$ cat config.mk
export PLATFORM = sky130hd
export DESIGN_NAME = adc_seq_controller
export DESIGN_NICKNAME = d
export VERILOG_FILES = /design/src/rtl/adc_seq_controller.sv
export SDC_FILE = /design/constraint.sdc
export NUM_CORES = 1
export LEC_CHECK = 0
export ABC_AREA = 1
export BUFFER_PORTS_ARGS = -buffer_cell sky130_fd_sc_hd__clkbuf_2
export CAP_MARGIN = 20
export CORE_MARGIN = 2
export CORE_UTILIZATION = 46
export DETAILED_ROUTE_END_ITERATION = 10
export GPL_ROUTABILITY_DRIVEN = 0
export HOLD_SLACK_MARGIN = 0.1
export PLACE_DENSITY = 0.7
export SYNTH_ARGS = -nofsm -noshare
export SYNTH_HDL_FRONTEND = slang
export SYNTH_SLANG_ARGS = --single-unit
$ cat constraint.sdc
create_clock -name clk -period 1.9 [get_ports clk]
set_input_delay 0.38 -clock clk [delete_from_list [all_inputs] [get_ports clk]]
set_output_delay 0.38 -clock clk [all_outputs]
set_load 0.005 [all_outputs]
$ cat src/rtl/adc_seq_controller.sv
// Sequencer for NUM_CH parallel serial SAR ADCs sharing CNVST/SCLK/CS/RESET:
// reset handshake, conversion trigger, MSB-first readback and sticky error capture.
module adc_seq_controller #(
  parameter int NUM_CH    = 4,
  parameter int RAW_BITS  = 18,
  parameter int OUT_BITS  = 16,
  parameter int SCLK_HALF = 1,
  parameter int T_CYCLE   = 119,
  parameter int T_RESET   = 3,
  parameter int T_TIMEOUT = 1023
) (
  input  logic                       clk,
  input  logic                       reset,
  input  logic                       start,
  input  logic                       continuous,
  input  logic                       clear_error,
  input  logic [NUM_CH-1:0]          SDOUT,
  input  logic [NUM_CH-1:0]          BUSY,
  input  logic [NUM_CH-1:0]          RDERROR,
  output logic [NUM_CH*OUT_BITS-1:0] data_out,
  output logic                       data_valid,
  output logic                       ready,
  output logic                       error,
  output logic [1:0]                 error_code,
  output logic                       SCLK,
  output logic                       CNVST,
  output logic                       CS,
  output logic                       RESET,
  output logic                       RD,
  output logic                       OB2C,
  output logic                       PD
);

  localparam int CYC_W  = $clog2(T_CYCLE + 1);
  localparam int TO_W   = $clog2(T_TIMEOUT + 1);
  localparam int RST_W  = $clog2(T_RESET + 1);
  localparam int SCLK_W = $clog2(SCLK_HALF + 1);
  localparam int IDX_W  = $clog2(RAW_BITS);

  localparam logic [CYC_W-1:0]  CYC_MAX   = CYC_W'(T_CYCLE);
  localparam logic [CYC_W-1:0]  CYC_LAST  = CYC_W'(T_CYCLE - 1);
  localparam logic [TO_W-1:0]   TO_MAX    = TO_W'(T_TIMEOUT);
  localparam logic [RST_W-1:0]  RST_LAST  = RST_W'(T_RESET - 1);
  localparam logic [SCLK_W-1:0] SCLK_LAST = SCLK_W'(SCLK_HALF - 1);
  localparam logic [IDX_W-1:0]  IDX_MSB   = IDX_W'(RAW_BITS - 1);

  typedef enum logic [3:0] {
    ST_RESETTING,
    ST_RST_WAIT_UP,
    ST_RST_WAIT_DOWN,
    ST_READY,
    ST_CNV_WAIT_UP,
    ST_CNV_WAIT_DOWN,
    ST_SHIFT,
    ST_HOLD,
    ST_ERROR
  } state_t;

  state_t                           state_q, state_d;
  logic [RST_W-1:0]                 rst_cnt_q, rst_cnt_d;
  logic [CYC_W-1:0]                 cyc_cnt_q, cyc_cnt_d;
  logic [TO_W-1:0]                  to_cnt_q, to_cnt_d;
  logic [SCLK_W-1:0]                sclk_cnt_q, sclk_cnt_d;
  logic [IDX_W-1:0]                 bit_idx_q, bit_idx_d;
  logic [NUM_CH-1:0][RAW_BITS-1:0]  shift_q, shift_d;
  logic [NUM_CH-1:0][RAW_BITS-1:0]  word_now;
  logic [NUM_CH*OUT_BITS-1:0]       msb_now;
  logic [RAW_BITS-1:0]              bit_mask;
  logic [NUM_CH*OUT_BITS-1:0]       data_d;
  logic                             valid_d, error_d;
  logic [1:0]                       code_d;
  logic                             sclk_d, cnvst_d, cs_d, reset_d;
  logic                             busy_any, timeout;

  assign busy_any = |BUSY;
  assign ready    = (state_q == ST_READY);
  assign RD       = 1'b0;
  assign OB2C     = 1'b0;
  assign PD       = 1'b0;

  // Each channel's word with the bit currently on SDOUT merged in, so the
  // final sample can be published in the same cycle it is taken.
  assign bit_mask = {{(RAW_BITS-1){1'b0}}, 1'b1} << bit_idx_q;
  for (genvar g = 0; g < NUM_CH; g++) begin : g_ch
    assign word_now[g] = SDOUT[g] ? (shift_q[g] | bit_mask) : (shift_q[g] & ~bit_mask);
    assign msb_now[g*OUT_BITS +: OUT_BITS] = word_now[g][RAW_BITS-1 -: OUT_BITS];
  end

  always_ff @(posedge clk) begin
    if (reset) begin
      state_q    <= ST_RESETTING;
      rst_cnt_q  <= '0;
      cyc_cnt_q  <= '0;
      to_cnt_q   <= '0;
      sclk_cnt_q <= '0;
      bit_idx_q  <= '0;
      shift_q    <= '0;
      data_out   <= '0;
      data_valid <= 1'b0;
      error      <= 1'b0;
      error_code <= 2'd0;
      RESET      <= 1'b1;
      CNVST      <= 1'b1;
      CS         <= 1'b1;
      SCLK       <= 1'b1;
    end else begin
      state_q    <= state_d;
      rst_cnt_q  <= rst_cnt_d;
      cyc_cnt_q  <= cyc_cnt_d;
      to_cnt_q   <= to_cnt_d;
      sclk_cnt_q <= sclk_cnt_d;
      bit_idx_q  <= bit_idx_d;
      shift_q    <= shift_d;
      data_out   <= data_d;
      data_valid <= valid_d;
      error      <= error_d;
      error_code <= code_d;
      RESET      <= reset_d;
      CNVST      <= cnvst_d;
      CS         <= cs_d;
      SCLK       <= sclk_d;
    end
  end

  always_comb begin
    state_d    = state_q;
    rst_cnt_d  = rst_cnt_q;
    cyc_cnt_d  = (cyc_cnt_q == CYC_MAX) ? cyc_cnt_q : cyc_cnt_q + 1'b1;
    to_cnt_d   = to_cnt_q;
    sclk_cnt_d = sclk_cnt_q;
    bit_idx_d  = bit_idx_q;
    shift_d    = shift_q;
    data_d     = data_out;
    valid_d    = 1'b0;
    error_d    = error;
    code_d     = error_code;
    sclk_d     = SCLK;
    cnvst_d    = CNVST;
    cs_d       = CS;
    reset_d    = RESET;
    timeout    = 1'b0;

    case (state_q)
      ST_RESETTING: begin
        reset_d = 1'b1;
        if (rst_cnt_q == RST_LAST) begin
          reset_d  = 1'b0;
          to_cnt_d = '0;
          state_d  = ST_RST_WAIT_UP;
        end else begin
          rst_cnt_d = rst_cnt_q + 1'b1;
        end
      end
      ST_RST_WAIT_UP: begin
        if (busy_any) begin
          to_cnt_d = '0;
          state_d  = ST_RST_WAIT_DOWN;
        end else if (to_cnt_q == TO_MAX) timeout = 1'b1;
        else to_cnt_d = to_cnt_q + 1'b1;
      end
      ST_RST_WAIT_DOWN: begin
        if (!busy_any) state_d = ST_READY;
        else if (to_cnt_q == TO_MAX) timeout = 1'b1;
        else to_cnt_d = to_cnt_q + 1'b1;
      end
      ST_READY: begin
        if (start || continuous) begin
          cnvst_d   = 1'b0;
          cyc_cnt_d = '0;
          to_cnt_d  = '0;
          state_d   = ST_CNV_WAIT_UP;
        end
      end
      ST_CNV_WAIT_UP: begin
        if (busy_any) begin
          cnvst_d  = 1'b1;
          to_cnt_d = '0;
          state_d  = ST_CNV_WAIT_DOWN;
        end else if (to_cnt_q == TO_MAX) timeout = 1'b1;
        else to_cnt_d = to_cnt_q + 1'b1;
      end
      ST_CNV_WAIT_DOWN: begin
        if (!busy_any) begin
          cs_d       = 1'b0;
          sclk_d     = 1'b1;
          sclk_cnt_d = '0;
          bit_idx_d  = IDX_MSB;
          state_d    = ST_SHIFT;
        end else if (to_cnt_q == TO_MAX) timeout = 1'b1;
        else to_cnt_d = to_cnt_q + 1'b1;
      end
      ST_SHIFT: begin
        if (sclk_cnt_q == SCLK_LAST) begin
          sclk_cnt_d = '0;
          sclk_d     = ~SCLK;
          if (!SCLK) begin
            shift_d = word_now;
            if (bit_idx_q == '0) begin
              cs_d    = 1'b1;
              sclk_d  = 1'b1;
              data_d  = msb_now;
              valid_d = 1'b1;
              state_d = ST_HOLD;
            end else begin
              bit_idx_d = bit_idx_q - 1'b1;
            end
          end
        end else begin
          sclk_cnt_d = sclk_cnt_q + 1'b1;
        end
      end
      ST_HOLD: begin
        // Leaving one count early makes READY re-trigger on the edge where
        // the count reaches T_CYCLE, giving a T_CYCLE+1 trigger period.
        if (cyc_cnt_q >= CYC_LAST) state_d = ST_READY;
      end
      ST_ERROR: begin
        cs_d    = 1'b1;
        sclk_d  = 1'b1;
        cnvst_d = 1'b1;
        if (clear_error) begin
          reset_d   = 1'b1;
          rst_cnt_d = '0;
          error_d   = 1'b0;
          code_d    = 2'd0;
          state_d   = ST_RESETTING;
        end
      end
      default: state_d = ST_RESETTING;
    endcase

    if (state_q != ST_ERROR) begin
      if ((|RDERROR) || timeout || (start && !continuous && state_q != ST_READY)) begin
        state_d = ST_ERROR;
        error_d = 1'b1;
        if (|RDERROR)     code_d = 2'd1;
        else if (timeout) code_d = 2'd3;
        else              code_d = 2'd2;
        cs_d    = 1'b1;
        sclk_d  = 1'b1;
        cnvst_d = 1'b1;
        valid_d = 1'b0;
        data_d  = data_out;
      end
    end
  end

endmodule

==> flow_summary_export.csv <==
group,metric,value,unit
logic_synthesis,syn_area,7400,sq um
route,ant_nets,0,
power,swShare,0.245,
power,clkPwrFrac,0.464,
logic_synthesis,synthFlopType,"dfxtp_1",
worst_hold_path,hold_path_class,"input pin to register",
timing,whs,0.264,ns
global_route,grt_util_all_layers,0.209,
timing,period_needed,1.81,ns
power,combPwrFrac,0.056,
timing,layout_setup_ws,0.0904,ns
route,drt_iter0_drc,534,
route,dr.pass1.iters,5,
critical_path,path_delay_family,"simple AND/OR/NAND/NOR gates",
route,post_drt_wl_per_cell,13.9,microns
timing,rsz0062_at_grt,"yes",
die,rows,46,
clock_tree,cts-buffers-inserted,17,
critical_path,setup.worst_path.class,"register to register",
power,seqPwrFrac,0.480,
clock_tree,cts_tree,"built",
place,place_hpwl,11800,microns
die,pin_count,93,
status,status,"completed",
timing,slew_viol_final,0,
cells_and_area,seqCellArea,3290,sq um
route,via_per_inst,5.15,
global_route,antenna_found_initial,0,
die,coreArea,15800,sq um
global_route,overflow,0,
critical_path,slowest_delay,0.39,ns
route,remaining_drc_errors,0,
die,die_w,131,microns
logic_synthesis,yosysUniqueCellTypes,37,
cells_and_area,nets,1077,
clock_tree,postCtsSetupBuffers,0,
timing,clock.fmax,553,MHz
clock_tree,cts_sinks,164,
logic_synthesis,synth_edf_count,0,
cells_and_area,postLayoutCoreUtil,0.561,
cells_and_area,num_antenna_cells,0,
critical_path,cp_data_required_time,2.22,ns
power,intPower,5.48,mW
logic_synthesis,synth.avg_cell_area,7.64,sq um
power,p_leak,4.15,nW
flow_run,maxCapViolations,0,
clock_tree,cts_resized,0,
critical_path,end_kind,"register",
timing,finalHoldViolCount,0,
logic_synthesis,yosys_warnings,0,
global_route,grt_max_degree,82,
cells_and_area,multiInputGateArea,3630,sq um
logic_synthesis,async_flop_share,0,
clock_tree,htreeDepth,4,
critical_path,worstPathCellList,"nor2_1, nand2_1, mux2i_1, nand3_1, nand2_1, nor2_1",
route,num_vias,6589,
critical_path,start_kind,"register",
logic_synthesis,synth_seq_cells,164,
timing,tns,0,ns
power,p_switching,1.78,mW
logic_synthesis,ys_seq_area_frac,0.444,
die,start_util,0.468,
cells_and_area,drive_gt1_frac,0.180,
power,finalPower,7.26,mW
global_route,first_global_vias,5757,
timing,fin_crit_sh,0.952,
cells_and_area,area_growth,19.9,%
critical_path,cpMaxStageDelayCell,"nor2_1",
clock_tree,root_buffer,"clkbuf_16",
place,numPortBuffers,89,
clock_tree,clk_path_buf_depth,2,
power,p_per_area,818,nW/um^2
timing,setup_viol,0,
critical_path,arrival,2.13,ns
critical_path,crit_buf_inv,0,
cells_and_area,fillers,1468,
logic_synthesis,synthCells,968,
place,dp_slack,0.0754,ns
clock_tree,path_clk_slew,0.06,ns
die,die_h,131,microns
route,wl,17800,microns
power,ir_worst_vdd,0.000800,V
clock_tree,hold_buffers,0,
timing,finClkSkew,0.0123,ns
clock_tree,clock_latency,0.43,ns
die,dieArea,17100,sq um
global_route,grt_pass1_wl,28400,microns
critical_path,worst-path-max-fanout,7,
layout make-up:
type | count | share of cell area
Clock buffer | 18 | 0.0495
Clock inverter | 14 | 0.0155
Inverter | 57 | 0.0247
Multi-Input combinational cell | 684 | 0.409
Sequential cell | 164 | 0.371
Tap cell | 216 | 0.0305
Timing Repair Buffer | 127 | 0.0998
worst min-delay path, stage by stage:
cell and delay (ns):
clkbuf_2 0.08, nand2_1 0.06, nand2_1 0.08, nor2_1 0.05
routing by layer:
metal / share of wire / up-vias / track usage
met5: 0 / - / 0
met4: 0.014 / 0 / 0.0688
met3: 0.039 / 19 / 0.0468
met2: 0.44 / 114 / 0.312
met1: 0.50 / 3041 / 0.300
li1: - / 3415 / -
through the flow:
step | cell area (sq um) | instances
CTS | 8770 | 1278
global placement | 8200 | 1246
detailed placement | 8200 | 1246
finish | 8870 | 1280
floorplan | 7410 | 970
global route | 8870 | 1280
layout by cell type, fill, tap and decap left out, types with 8 or more instances in the layout:
cell,n
nand3_1,78
mux2i_1,64
clkbuf_2,89
nor2_1,112
clkbuf_16,19
nor3_1,11
buf_12,8
ha_1,8
o21ai_0,77
a21oi_1,138
buf_4,27
nand2_1,145
dfxtp_1,159
inv_1,51
kinds of logic (layout without fill, tap and decap cells):
| kind of cell | Yosys count | count (layout) | synth area share |
|---|---|---|---|
| and+or+nand+nor | 371 | 371 | 0.216 |
| DFF | 164 | 164 | 0.444 |
| muxes | 64 | 64 | 0.0866 |
| other | 1 | 3 | 0.000507 |
| buffers and inverters | 122 | 216 | 0.0714 |
| xor gates and xnor gates | 4 | 4 | 0.00474 |
| adders and majority gates | 9 | 9 | 0.0152 |
| AOI/OAI and AO/OA | 233 | 233 | 0.162 |
cells in the mapped netlist (6+ instances only):
library cell  number  share of area
a211oi_1           6         0.0061
a21oi_1          140          0.095
buf_2             23          0.016
clkbuf_1          32          0.016
dfxtp_1          164           0.44
ha_1               9          0.015
inv_1             54          0.027
mux2i_1           64          0.087
nand2_1          145          0.074
nand3_1           78          0.053
nor2_1           113          0.057
nor3_1            11         0.0074
o21ai_0           77          0.052
power by group through the flow:
| stage | sequential, mW | combinational (mW) | clock (mW) |
|---|---|---|---|
| after global routing | 3.49 | 0.451 | 3.58 |
| after global placement | 3.56 | 0.397 | 0 |
| after CTS | 3.48 | 0.401 | 3.43 |
| final | 3.48 | 0.406 | 3.37 |
| after floorplan | 3.56 | 0.271 | 0 |
| after detailed placement | 3.56 | 0.400 | 0 |
state kept, by name, indices dropped and copies added (netlist names), 2 cells and up:
register    flops
state_q         4
rst_cnt_q       2
bit_idx_q       5
error_code      2
shift_q        64
to_cnt_q       10
cyc_cnt_q       7
data_out       64
path summary, 6_finish.rpt:
check,to,slack (ns),startpoint,cells after the start
worst max-delay path,data_out[3],0.09,bit_idx_q[3],6
worst min-delay path,error,0.26,clear_error,4
worst max register to register,data_out[3],0.09,bit_idx_q[3],6
worst min register to register,rst_cnt_q[1],0.48,rst_cnt_q[1],2
Note: power is estimated with default switching activity, not from simulation.
